`src/rtl/tia_horizontal_counter_if.sv`:
```
// Line-timing bus between the biphase clock generator / register strobes and the
// horizontal counter, plus the decoded line-timing outputs.
interface tia_horizontal_counter_if;
  logic       phi1;
  logic       phi2;
  logic       rsync;
  logic       hmove_late;
  logic [5:0] hpoly;
  logic [5:0] hidx;
  logic       hsync;
  logic       cb;
  logic       hblank;
  logic       eol;

  modport master (
    output phi1, phi2, rsync, hmove_late,
    input  hpoly, hidx, hsync, cb, hblank, eol
  );

  modport slave (
    input  phi1, phi2, rsync, hmove_late,
    output hpoly, hidx, hsync, cb, hblank, eol
  );
endinterface

```
`src/rtl/tia_horizontal_counter.sv`:
```
// TIA horizontal sync counter: two-phase 6-bit polynomial counter (57 steps per line)
// with registered hsync / colour-burst / hblank / end-of-line decodes.
module tia_horizontal_counter #(
  parameter int unsigned LINE_STEPS      = 57,
  parameter int unsigned HBLANK_END      = 16,
  parameter int unsigned HBLANK_END_LATE = 18
) (
  input logic                     clk,
  input logic                     r,
  tia_horizontal_counter_if.slave bus
);

  localparam logic [5:0] LastIdx      = 6'(LINE_STEPS - 1);
  localparam logic [5:0] HblankEnd    = 6'(HBLANK_END);
  localparam logic [5:0] HblankEndLat = 6'(HBLANK_END_LATE);
  localparam logic [5:0] HsyncSetIdx  = 6'd4;
  localparam logic [5:0] CbSetIdx     = 6'd8;
  localparam logic [5:0] CbClrIdx     = 6'd12;

  function automatic logic [5:0] poly_next(input logic [5:0] s);
    return {~(s[0] ^ s[1]), s[5:1]};
  endfunction

  logic [5:0] m_q, m_d;
  logic [5:0] mi_q, mi_d;
  logic [5:0] hpoly_q, hpoly_d;
  logic [5:0] hidx_q, hidx_d;
  logic       pend_q, pend_d;
  logic       wrap_q, wrap_d;
  logic       hsync_q, hsync_d;
  logic       cb_q, cb_d;
  logic       hblank_q, hblank_d;
  logic       eol_q, eol_d;

  logic do_phi1;
  logic do_phi2;
  logic wrap_now;
  logic hblank_clr;

  // A coincident phi1 is dropped so the slave transfer always wins.
  assign do_phi2  = bus.phi2;
  assign do_phi1  = bus.phi1 & ~bus.phi2;
  assign wrap_now = (hidx_q == LastIdx) | pend_q | bus.rsync;

  assign hblank_clr = bus.hmove_late ? (mi_q == HblankEndLat) : (mi_q == HblankEnd);

  always_comb begin
    m_d      = m_q;
    mi_d     = mi_q;
    hpoly_d  = hpoly_q;
    hidx_d   = hidx_q;
    pend_d   = pend_q;
    wrap_d   = wrap_q;
    hsync_d  = hsync_q;
    cb_d     = cb_q;
    hblank_d = hblank_q;
    eol_d    = 1'b0;

    if (do_phi1) begin
      if (wrap_now) begin
        m_d  = '0;
        mi_d = '0;
      end else begin
        m_d  = poly_next(hpoly_q);
        mi_d = hidx_q + 6'd1;
      end
      // wrap_q marks a genuine wrap so a repeated phi2 at index 0 gives no second eol.
      wrap_d = wrap_now;
      pend_d = 1'b0;
    end else if (bus.rsync) begin
      pend_d = 1'b1;
    end

    if (do_phi2) begin
      hpoly_d = m_q;
      hidx_d  = mi_q;
      wrap_d  = 1'b0;
      eol_d   = wrap_q;
      if (mi_q == '0) begin
        hblank_d = 1'b1;
      end
      if (mi_q == HsyncSetIdx) begin
        hsync_d = 1'b1;
      end
      if (mi_q == CbSetIdx) begin
        hsync_d = 1'b0;
        cb_d    = 1'b1;
      end
      if (mi_q == CbClrIdx) begin
        cb_d = 1'b0;
      end
      if (hblank_clr) begin
        hblank_d = 1'b0;
      end
    end
  end

  always_ff @(posedge clk) begin
    if (r) begin
      m_q      <= '0;
      mi_q     <= '0;
      hpoly_q  <= '0;
      hidx_q   <= '0;
      pend_q   <= 1'b0;
      wrap_q   <= 1'b0;
      hsync_q  <= 1'b0;
      cb_q     <= 1'b0;
      hblank_q <= 1'b1;
      eol_q    <= 1'b0;
    end else begin
      m_q      <= m_d;
      mi_q     <= mi_d;
      hpoly_q  <= hpoly_d;
      hidx_q   <= hidx_d;
      pend_q   <= pend_d;
      wrap_q   <= wrap_d;
      hsync_q  <= hsync_d;
      cb_q     <= cb_d;
      hblank_q <= hblank_d;
      eol_q    <= eol_d;
    end
  end

  assign bus.hpoly  = hpoly_q;
  assign bus.hidx   = hidx_q;
  assign bus.hsync  = hsync_q;
  assign bus.cb     = cb_q;
  assign bus.hblank = hblank_q;
  assign bus.eol    = eol_q;

endmodule

```
`src/flat_wrapper.sv`:
```
// flat-port wrapper written by rule: the top's interface ports become plain ports
module tia_horizontal_counter_flat 
#(
  parameter int unsigned LINE_STEPS      = 57,
  parameter int unsigned HBLANK_END      = 16,
  parameter int unsigned HBLANK_END_LATE = 18
)
  (clk, r, bus_phi1, bus_phi2, bus_rsync, bus_hmove_late, bus_hpoly, bus_hidx, bus_hsync, bus_cb, bus_hblank, bus_eol);
  tia_horizontal_counter_if bus_i ();
  input logic clk;
  input logic r;
  input wire logic [$bits(bus_i.phi1)-1:0] bus_phi1;
  input wire logic [$bits(bus_i.phi2)-1:0] bus_phi2;
  input wire logic [$bits(bus_i.rsync)-1:0] bus_rsync;
  input wire logic [$bits(bus_i.hmove_late)-1:0] bus_hmove_late;
  output wire logic [$bits(bus_i.hpoly)-1:0] bus_hpoly;
  output wire logic [$bits(bus_i.hidx)-1:0] bus_hidx;
  output wire logic [$bits(bus_i.hsync)-1:0] bus_hsync;
  output wire logic [$bits(bus_i.cb)-1:0] bus_cb;
  output wire logic [$bits(bus_i.hblank)-1:0] bus_hblank;
  output wire logic [$bits(bus_i.eol)-1:0] bus_eol;
  assign bus_i.phi1 = bus_phi1;
  assign bus_i.phi2 = bus_phi2;
  assign bus_i.rsync = bus_rsync;
  assign bus_i.hmove_late = bus_hmove_late;
  assign bus_hpoly = bus_i.hpoly;
  assign bus_hidx = bus_i.hidx;
  assign bus_hsync = bus_i.hsync;
  assign bus_cb = bus_i.cb;
  assign bus_hblank = bus_i.hblank;
  assign bus_eol = bus_i.eol;
  tia_horizontal_counter #(.LINE_STEPS(LINE_STEPS), .HBLANK_END(HBLANK_END), .HBLANK_END_LATE(HBLANK_END_LATE)) u_core (.clk(clk), .r(r), .bus(bus_i));
endmodule
```
`config.mk`:
```
export PLATFORM = sky130hd
export DESIGN_NAME = tia_horizontal_counter_flat
export DESIGN_NICKNAME = d
export VERILOG_FILES = /design/src/rtl/tia_horizontal_counter_if.sv /design/src/rtl/tia_horizontal_counter.sv /design/src/flat_wrapper.sv
export SDC_FILE = /design/constraint.sdc
export NUM_CORES = 1
export LEC_CHECK = 0
export CORE_AREA = 2 2 51 53
export DETAILED_ROUTE_END_ITERATION = 10
export DIE_AREA = 0 0 53 55
export PLACE_DENSITY = 0.79
export RECOVER_POWER = 25
export SLEW_MARGIN = 15
export SYNTH_ARGS = -nofsm -noshare
export SYNTH_HDL_FRONTEND = slang
export SYNTH_SLANG_ARGS = --single-unit
```
`constraint.sdc`:
```
create_clock -name clk -period 3.95 [get_ports clk]
set_input_delay 0.395 -clock clk [delete_from_list [all_inputs] [get_ports clk]]
set_output_delay 0.395 -clock clk [all_outputs]
set_load 0.05 [all_outputs]
```
After elaboration in Yosys (flattened, before gate mapping)
Cells that the tools add are included.
{ "totals": {"reg_bits": 30, "input_bits": 6, "out_inout_bits": 16, "wordCells": 42} }
{ "classes": {"n_addsub": 1, "n_eq_ne": 6, "n_mux": 9, "n_bitwise": 6, "n_reduce_logical": 10} }
{ "op_table": {"columns": ["cell", "count"], "rows": [
  ["$eq A6 B4 Y1 const B", 2],
  ["$eq A6 B5 Y1 const B", 2],
  ["$mux W6", 2],
  ["$mux W1", 7],
  ["$add A6 B1 Y6 const B", 1],
  ["$eq A6 B3 Y1 const B", 1],
  ["$eq A6 B6 Y1 const B", 1],
  ["$logic_not A6 Y1", 1],
  ["$reduce_and A2 Y1", 3],
  ["$reduce_bool A2 Y1", 3],
  ["$reduce_or A2 Y1", 3],
  ["$not A1 Y1", 2],
  ["$or A1 B1 Y1", 2],
  ["$and A1 B1 Y1", 1],
  ["$xor A1 B1 Y1", 1]
]} }

Depth between registers and ports, before layout
Gate-level depths: netlist of the first run.
{ "depth": {"word_depth": 4, "mapped_depth": 7, "ltp_nobuf": 6} }

Worst setup path before layout of the first run
Ideal clock, no wire load.
{ "synth_timing": {"path_kind": "register to register", "startpoint": "register u_core.hidx_q[0], in the netlist u_core.bus.hidx[0]", "endpoint": "register u_core.m_q[0]", "setup_time_ps": 70, "arrival_time_ps": 1658, "required_time_ps": 3880, "path_slack_ps": 2222, "path_stages_with_launch": 8, "n_path_buf": 1, "synth_period_minus_slack_ps": 1728, "cell_sequence": "dfxtp_1 > inv_1 > ha_1 > nand2_1 > o31a_1 > buf_2 > nand3_1 > a21oi_1"} }
{ "synth_via": {"elab_chain_cells": 4} }
{ "synth_rtl": {"columns": ["element", "line_no", "source"], "rows": [
  ["start, declared", "tia_horizontal_counter.sv:27", "logic [5:0] hidx_q, hidx_d;"],
  ["start signal, assigned", "tia_horizontal_counter.sv:114", "hidx_q <= hidx_d;"],
  ["$eq A6 B6 Y1", "tia_horizontal_counter.sv:43", "assign wrap_now = (hidx_q == LastIdx) | pend_q | bus.rsync;"],
  ["$or A1 B1 Y1 (2 in a row)", "tia_horizontal_counter.sv:43", null],
  ["$mux W6", "tia_horizontal_counter.sv:60", "if (wrap_now) begin"],
  ["end signal, assigned", "tia_horizontal_counter.sv:111", "m_q <= m_d;"],
  ["end, declared", "tia_horizontal_counter.sv:24", "logic [5:0] m_q, m_d;"]
]} }
No other way between the ends.
A chain may end at the register's enable or synchronous reset.

Final worst setup path of the first run
{ "layout_timing": {"startpoint": "input port bus_phi2", "endpoint": "register u_core.mi_q[0]"} }
{ "layout_via": {"elab_chain_cells": 2} }
{ "layout_rtl": {"columns": ["element", "line_no", "source"], "rows": [
  ["start, declared", "flat_wrapper.sv:13", "input wire logic [$bits(bus_i.phi2)-1:0] bus_phi2;"],
  ["$not A1 Y1 (no source line)", null, null],
  ["$and A1 B1 Y1", "tia_horizontal_counter.sv:42", "assign do_phi1 = bus.phi1 & ~bus.phi2;"],
  ["end signal, assigned", "tia_horizontal_counter.sv:112", "mi_q <= mi_d;"],
  ["end, declared", "tia_horizontal_counter.sv:25", "logic [5:0] mi_q, mi_d;"]
]} }
No other way between the ends.

==> results of run 1 <==
[final cells by class]
| class | count | area (sq um) |
|---|---|---|
| Inverter | 3 | 11.3 |
| Tap cell | 30 | 37.5 |
| Sequential cell | 30 | 601 |
| Multi-Input combinational cell | 94 | 562 |
| Clock inverter | 1 | 30.0 |
| Timing Repair Buffer | 21 | 210 |
| Clock buffer | 6 | 51.3 |
| Fill cell | 219 | 862 |
[Yosys cell counts (2+ instances only)]
master / instances / area [sq um]
a21oi_1: 12 / 60.1
a31oi_1: 2 / 12.5
buf_2: 6 / 30.0
clkbuf_1: 2 / 7.51
dfxtp_1: 30 / 601
ha_1: 2 / 25.0
inv_1: 3 / 11.3
mux2i_1: 12 / 120
nand2_1: 13 / 48.8
nand2b_1: 2 / 12.5
nand3_1: 13 / 65.1
nor2_1: 19 / 71.3
nor3_1: 2 / 10.0
xnor2_1: 4 / 35.0
[cell families (layout without fill, tap and decap cells)]
kind of cell	count (synthesis)	count (layout)
simple gates	53	53
flops	30	30
compound gates	22	22
mux	12	12
buf+inv	11	31
xor+xnor	5	5
fa+ha+maj	2	2
[per-layer routing]
layer,routed length [microns],GRT usage,vias to the layer above,part of all wire
li1,-,-,503,-
met1,1090,0.222,472,0.44
met2,1210,0.315,27,0.49
met3,93,0.0565,11,0.037
met4,87,0.171,0,0.035
met5,0,0,-,0
[worst paths after layout]
check	slack, ns	endpoint	cells after the start
max	1.82	u_core.mi_q[0]	5
min	0.46	u_core.m_q[4]	2
max reg2reg	2.39	u_core.wrap_q	5
min reg2reg	0.46	u_core.m_q[4]	2
[report_power, final]
part	leakage (uW)	switching (uW)	internal, uW	total, uW
sequential	0.000242	1.52	305	306
combinational	0.000265	21.7	12.2	33.9
clock	0.0000443	103	147	250
[sequential cells by signal, indices dropped and copies added, names as in the netlist]
register,cells
u_core.bus.hidx,6
u_core.bus.hpoly,6
u_core.m_q,6
u_core.mi_q,6
u_core.bus.cb,1
u_core.bus.eol,1
u_core.bus.hblank,1
u_core.bus.hsync,1
u_core.pend_q,1
u_core.wrap_q,1
[critical path, cell delays in order]
cell	delay [ns]
dlygate4sd3_1	1.13
nand2b_1	0.50
nor2_1	0.08
a22oi_1	0.15
nor2_1	0.06
[through the flow]
step / hold slack, ns / power, uW / cells / setup WS [ns]
floorplan: 0.436 / 340 / 135 / 2.22
global placement: 0.447 / 349 / 178 / 1.46
detailed placement: 0.448 / 350 / 178 / 1.36
CTS: 0.461 / 598 / 185 / 1.72
global route: 0.477 / 607 / 185 / 1.67
finish: 0.458 / 590 / 185 / 1.82
==> reports/qor.txt, run 1 <==
Antenna diodes = 0
HPWL Detailed = 1.66 mm
Compound-Gate Fraction of Synth Area = 0.124
CTS root buffer = clkbuf_4
Std-Cell Rows = 18
Final Routed Wirelength = 2.49 mm
IO Port Bufs = 21
DR iter-0 viols = 12
Vias = 1013
HP Start = u_core.m_q[4]
Final hold vios = 0
Htree depth = 2
Gpl congestion = 0.791
Max-capacitance violation count = 0
Critical Path Start Type = primary input
Layout cells sized above 1 = 0.0452
Top FF cell, synth = dfxtp_1
Post-Syn Nets = 143
Post-route minimum period = 2.13 ns
Simple-gate share of the synthesized area = 0.194
Die width = 53 microns
Commonest non-fill, non-tap cells in the layout = dfxtp_1, nor2_1, clkdlybuf4s50_1, nand2_1, nand3_1
Cts hold-fix bufs = 0
Fin nets = 163
Global-route wire length before repair = 3.98 mm
CTS tree = done
Max Slew Vio Count = 0
Worst vdd ir = 0.000293 V
Grt total ovfl = 0
Clk sink count = 30
CTS Buf Count = 5
Vias per std cell = 5.48
CTS clock-pin slew for the worst setup and hold paths = 0.09 ns
FF-to-FF Start = u_core.bus.hidx[0]
Final core occ = 0.635
Placed inst area = 0.00144 sq mm
Clk Latency, worst-skew pair = 0.34 ns
Synth warnings = 0
Die area = 0.00292 sq mm
Number of global-route vias before repair = 947
Setup bufs post-CTS = 0
Synth Register Bits = 30
Antenna Violating Nets Remaining = 0
Worst Path Required = 4.14 ns
Leak = 0.000551 uW
Status = complete, no violations
DRC Markers = 0
Pin count of the biggest net entering global routing = 32
Multiplexer share of the synthesized area = 0.0977
Worst-Margin Slew = 1.06 ns
WL/cell = 13.4 microns
Worst Skew = 0.0155 ns
Initial Utilization = 0.520
Fmax = 470 MHz
Most common cell after layout, fill and taps aside = dfxtp_1
Antenna violations before repair = 0
DR pass1 iterations = 4
Die Y-Extent = 55 microns
Post-route design area = 0.00150 sq mm
Syn avg cell area = 9.11 sq um
Worst Hold Class = reg2reg
XOR/XNOR Fraction of Synth Area = 0.0356
Mapped Area = 0.00123 sq mm
Largest family of logic cells by synthesized area = simple AND/OR/NAND/NOR gates
Slew HR = 0.289
Register area share after synthesis = 0.488
EDFF count, synth = 0
PwrDens = 393 mW/mm^2
Bufs on Longest Clock Path = 2
Kind of critical path = in2reg
Setup_tns = 0 ns
Final setup fails = 0
Synthesized instance count = 135
CP startpoint = bus_phi2
Total GRT Usage = 0.199
CP Capture Type = register
Final period util = 0.539
Worst EP arrival = 2.32 ns
Post-synth cell types = 27
Unrepaired setup endpoints after global routing = false
Area grow syn2layout = 22.2%
Crit path max fanout = 18
Async set-reset flop share out of synthesis = 0
Adder-cell share of the synthesized area = 0.0203
I/O pin count = 22
CORE AREA = 0.00236 sq mm
PostCTS Resize Cnt = 0
No activity file was read; power rests on OpenSTA's default activity.
==> run 2: changes to the inputs <==
--- a/config.mk
+++ b/config.mk
@@ -5,10 +5,10 @@
 export SDC_FILE = /design/constraint.sdc
 export NUM_CORES = 1
 export LEC_CHECK = 0
-export CORE_AREA = 2 2 51 53
+export CORE_AREA = 2 2 56 58
 export DETAILED_ROUTE_END_ITERATION = 10
-export DIE_AREA = 0 0 53 55
-export PLACE_DENSITY = 0.79
+export DIE_AREA = 0 0 58 60
+export PLACE_DENSITY = 0.7
 export RECOVER_POWER = 25
 export SLEW_MARGIN = 15
 export SYNTH_ARGS = -nofsm -noshare
==> constraint.sdc (replaced) <==
create_clock -name clk -period 1.85 [get_ports clk]
set_input_delay 0.185 -clock clk [delete_from_list [all_inputs] [get_ports clk]]
set_output_delay 0.185 -clock clk [all_outputs]
set_load 0.05 [all_outputs]
==> run 2 against run 1 <==
- clock skew fell by 0.010 ns
- core utilization shrank 10 points
- worst setup slack worse by 1.7 ns
- sequential cell count unchanged
- clock-buffer cell count did not move
- non-clock buffer count increased by 8
- worst hold slack better by 0.0097 ns
- sequential share of layout area decreased by 1.2 points
- largest cell class unchanged
==> reports/qor.txt, run 2 (synthesis results as in run 1) <==
CORE AREA = 0.00290 sq mm (+23%)
Clk Latency, worst-skew pair = 0.32 ns (-0.02 ns)
Worst Skew = 0.00499 ns (-0.0105 ns)
CP Capture Type = output port
Grt total ovfl = 0 (unchanged)
HPWL Detailed = 1.78 mm (+7.6%)
I/O pin count = 22 (unchanged)
Leak = 0.000603 uW (+9.5%)
Worst vdd ir = 0.000463 V (+58%)
Crit path cell chain = clkdlybuf4s50_1
Filler instances = 273 (+25%)
Vias per std cell = 5.34 (-2.4%)
Critical Path Start Type = register
Final setup fails = 0 (unchanged)
Antenna Violating Nets Remaining = 0 (unchanged)
CTS root buffer = clkbuf_4
Setup_tns = 0 ns (unchanged)
PwrDens = 726 mW/mm^2 (+85%)
Crit-path slowest cell = clkdlybuf4s50_1
Worst-Margin Slew = 0.610 ns (-0.453 ns)
Antenna violations before repair = 0 (unchanged)
Total GRT Usage = 0.168 (-0.0307)
CTS clock-pin slew for the worst setup and hold paths = 0.09 ns (about the same)
R2r worst-path depth = 6 (+1)
Die width = 58 microns (+9.4%)
Kind of critical path = reg2out
Most common cell after layout, fill and taps aside = dfxtp_1
Final core occ = 0.534 (-0.102)
Initial Utilization = 0.424 (-0.0964)
Pin count of the biggest net entering global routing = 16 (-50%)
Final hold vios = 0 (unchanged)
Post-route minimum period = 1.77 ns
Bufs on Longest Clock Path = 2 (unchanged)
Max-capacitance violation count = 0 (unchanged)
Final Routed Wirelength = 2.62 mm (+5.5%)
Number of global-route vias before repair = 994 (+5.0%)
Buf/Inv on CP = 1 (unchanged)
Std-Cell Rows = 20 (+2)
CP startpoint = u_core.bus.hidx[3]
Global-route wire length before repair = 4.36 mm (+9.5%)
IO Port Bufs = 21 (unchanged)
Post-route design area = 0.00155 sq mm (+3.1%)
CTS tree = done
Commonest non-fill, non-tap cells in the layout = dfxtp_1, nor2_1, clkdlybuf4s50_1, nand2_1, nand3_1
Antenna diodes = 0 (unchanged)
Slew HR = 0.593 (+0.304)
Worst Path Required = 1.66 ns (-2.48 ns)
Worst EP arrival = 1.59 ns (-0.73 ns)
Clk sink count = 30 (unchanged)
Max Slew Vio Count = 0 (unchanged)
FF-to-FF Start = u_core.bus.hidx[0]
Setup bufs post-CTS = 0 (unchanged)
DR iter-0 viols = 40 (+28)
Fmax = 565 MHz
Layout cells sized above 1 = 0.0741 (+0.0289)
Gpl congestion = 0.791 (about the same)
Hold path depth = 2 (unchanged)
Crit path max fanout = 5 (-13)
Vias = 1042 (+2.9%)
WL/cell = 13.4 microns (about the same)
Placed inst area = 0.00150 sq mm (+4.4%)
Worst Hold Class = reg2reg
CTS Buf Count = 5 (unchanged)
Die area = 0.00348 sq mm (+19%)
Status = complete, no violations
Max incr delay on CP = 0.84 ns (-0.29 ns)
DRC Markers = 0 (unchanged)
Final period util = 0.958
Unrepaired setup endpoints after global routing = false
Top delay family on crit path = buffers and inverters
DR pass1 iterations = 4 (unchanged)
Fin nets = 171 (+4.9%)
Die Y-Extent = 60 microns (+9.1%)
Area grow syn2layout = 25.9%
HP Start = u_core.m_q[0]
Critical path depth in cells = 1 (-4)
Htree depth = 2 (unchanged)
==> run 2: cell count changes in the layout (fill, tap and decap cells not counted), sizes merged <==
cell           previous run  this run
bufinv                    1         0
buf                       0         5
clkbuf                    6         9
clkdlybuf4s50            19        17
dlymetal6s2s              0         2
==> run 2: report_power, final <==
group	switching (uW)	internal [uW]
Combinational	52.4	36.0
Sequential	3.25	651
Clock	212	171
==> run 2: cell type report <==
type                       count  area [sq um]  area share
tap                           33          41.3      0.0267
inverter                       3          11.3     0.00727
timing repair buffer          29           264       0.170
clock buffer                   6          51.3      0.0331
multi-input combinational     94           581       0.375
sequential                    30           601       0.388
==> run 2: final timing paths <==
kind | to | slack (ns)
worst max-delay path | bus_hidx[3] | 0.08
worst min-delay path | u_core.m_q[0] | 0.47
worst max register to register | u_core.wrap_q | 0.38
worst min register to register | u_core.m_q[0] | 0.47
==> run 2: through the flow <==
step / worst slack (ns) / hold WS (ns) / std cells / power [uW]
6_report: 0.0786 / 0.468 / 195 / 1130
5_1_grt: 0.0169 / 0.492 / 195 / 1180
4_1_cts: 0.0245 / 0.468 / 195 / 1140
3_5_place_dp: 0.360 / 0.450 / 189 / 761
3_3_place_gp: 0.397 / 0.453 / 189 / 759
2_1_floorplan: 0.122 / 0.260 / 135 / 725
==> run 2: routing by layer <==
metal | vias to the layer above | share of wire | global-route usage
met5 | - | 0 | 0
met4 | 0 | 0.0015 | 0.0498
met3 | 2 | 0.071 | 0.0671
met2 | 36 | 0.47 | 0.276
met1 | 488 | 0.46 | 0.204
li1 | 516 | - | -
==> run 2: what timing repair did <==
| action | 4_1_cts | 5_1_grt |
|---|---|---|
| hold buffers | 0 | 0 |
| gates resized for setup | 0 | 2 |
| endpoints found under the setup margin | 0 | 2 |
==> run 3: changes to the inputs <==
--- a/config.mk
+++ b/config.mk
@@ -6,6 +6,7 @@
 export NUM_CORES = 1
 export LEC_CHECK = 0
 export CORE_AREA = 2 2 56 58
+export CTS_CLUSTER_DIAMETER = 80
 export DETAILED_ROUTE_END_ITERATION = 10
 export DIE_AREA = 0 0 58 60
 export PLACE_DENSITY = 0.7
==> results of run 3 <==
Same layout as run 2: the final DEF is identical, and so are final timing and power.
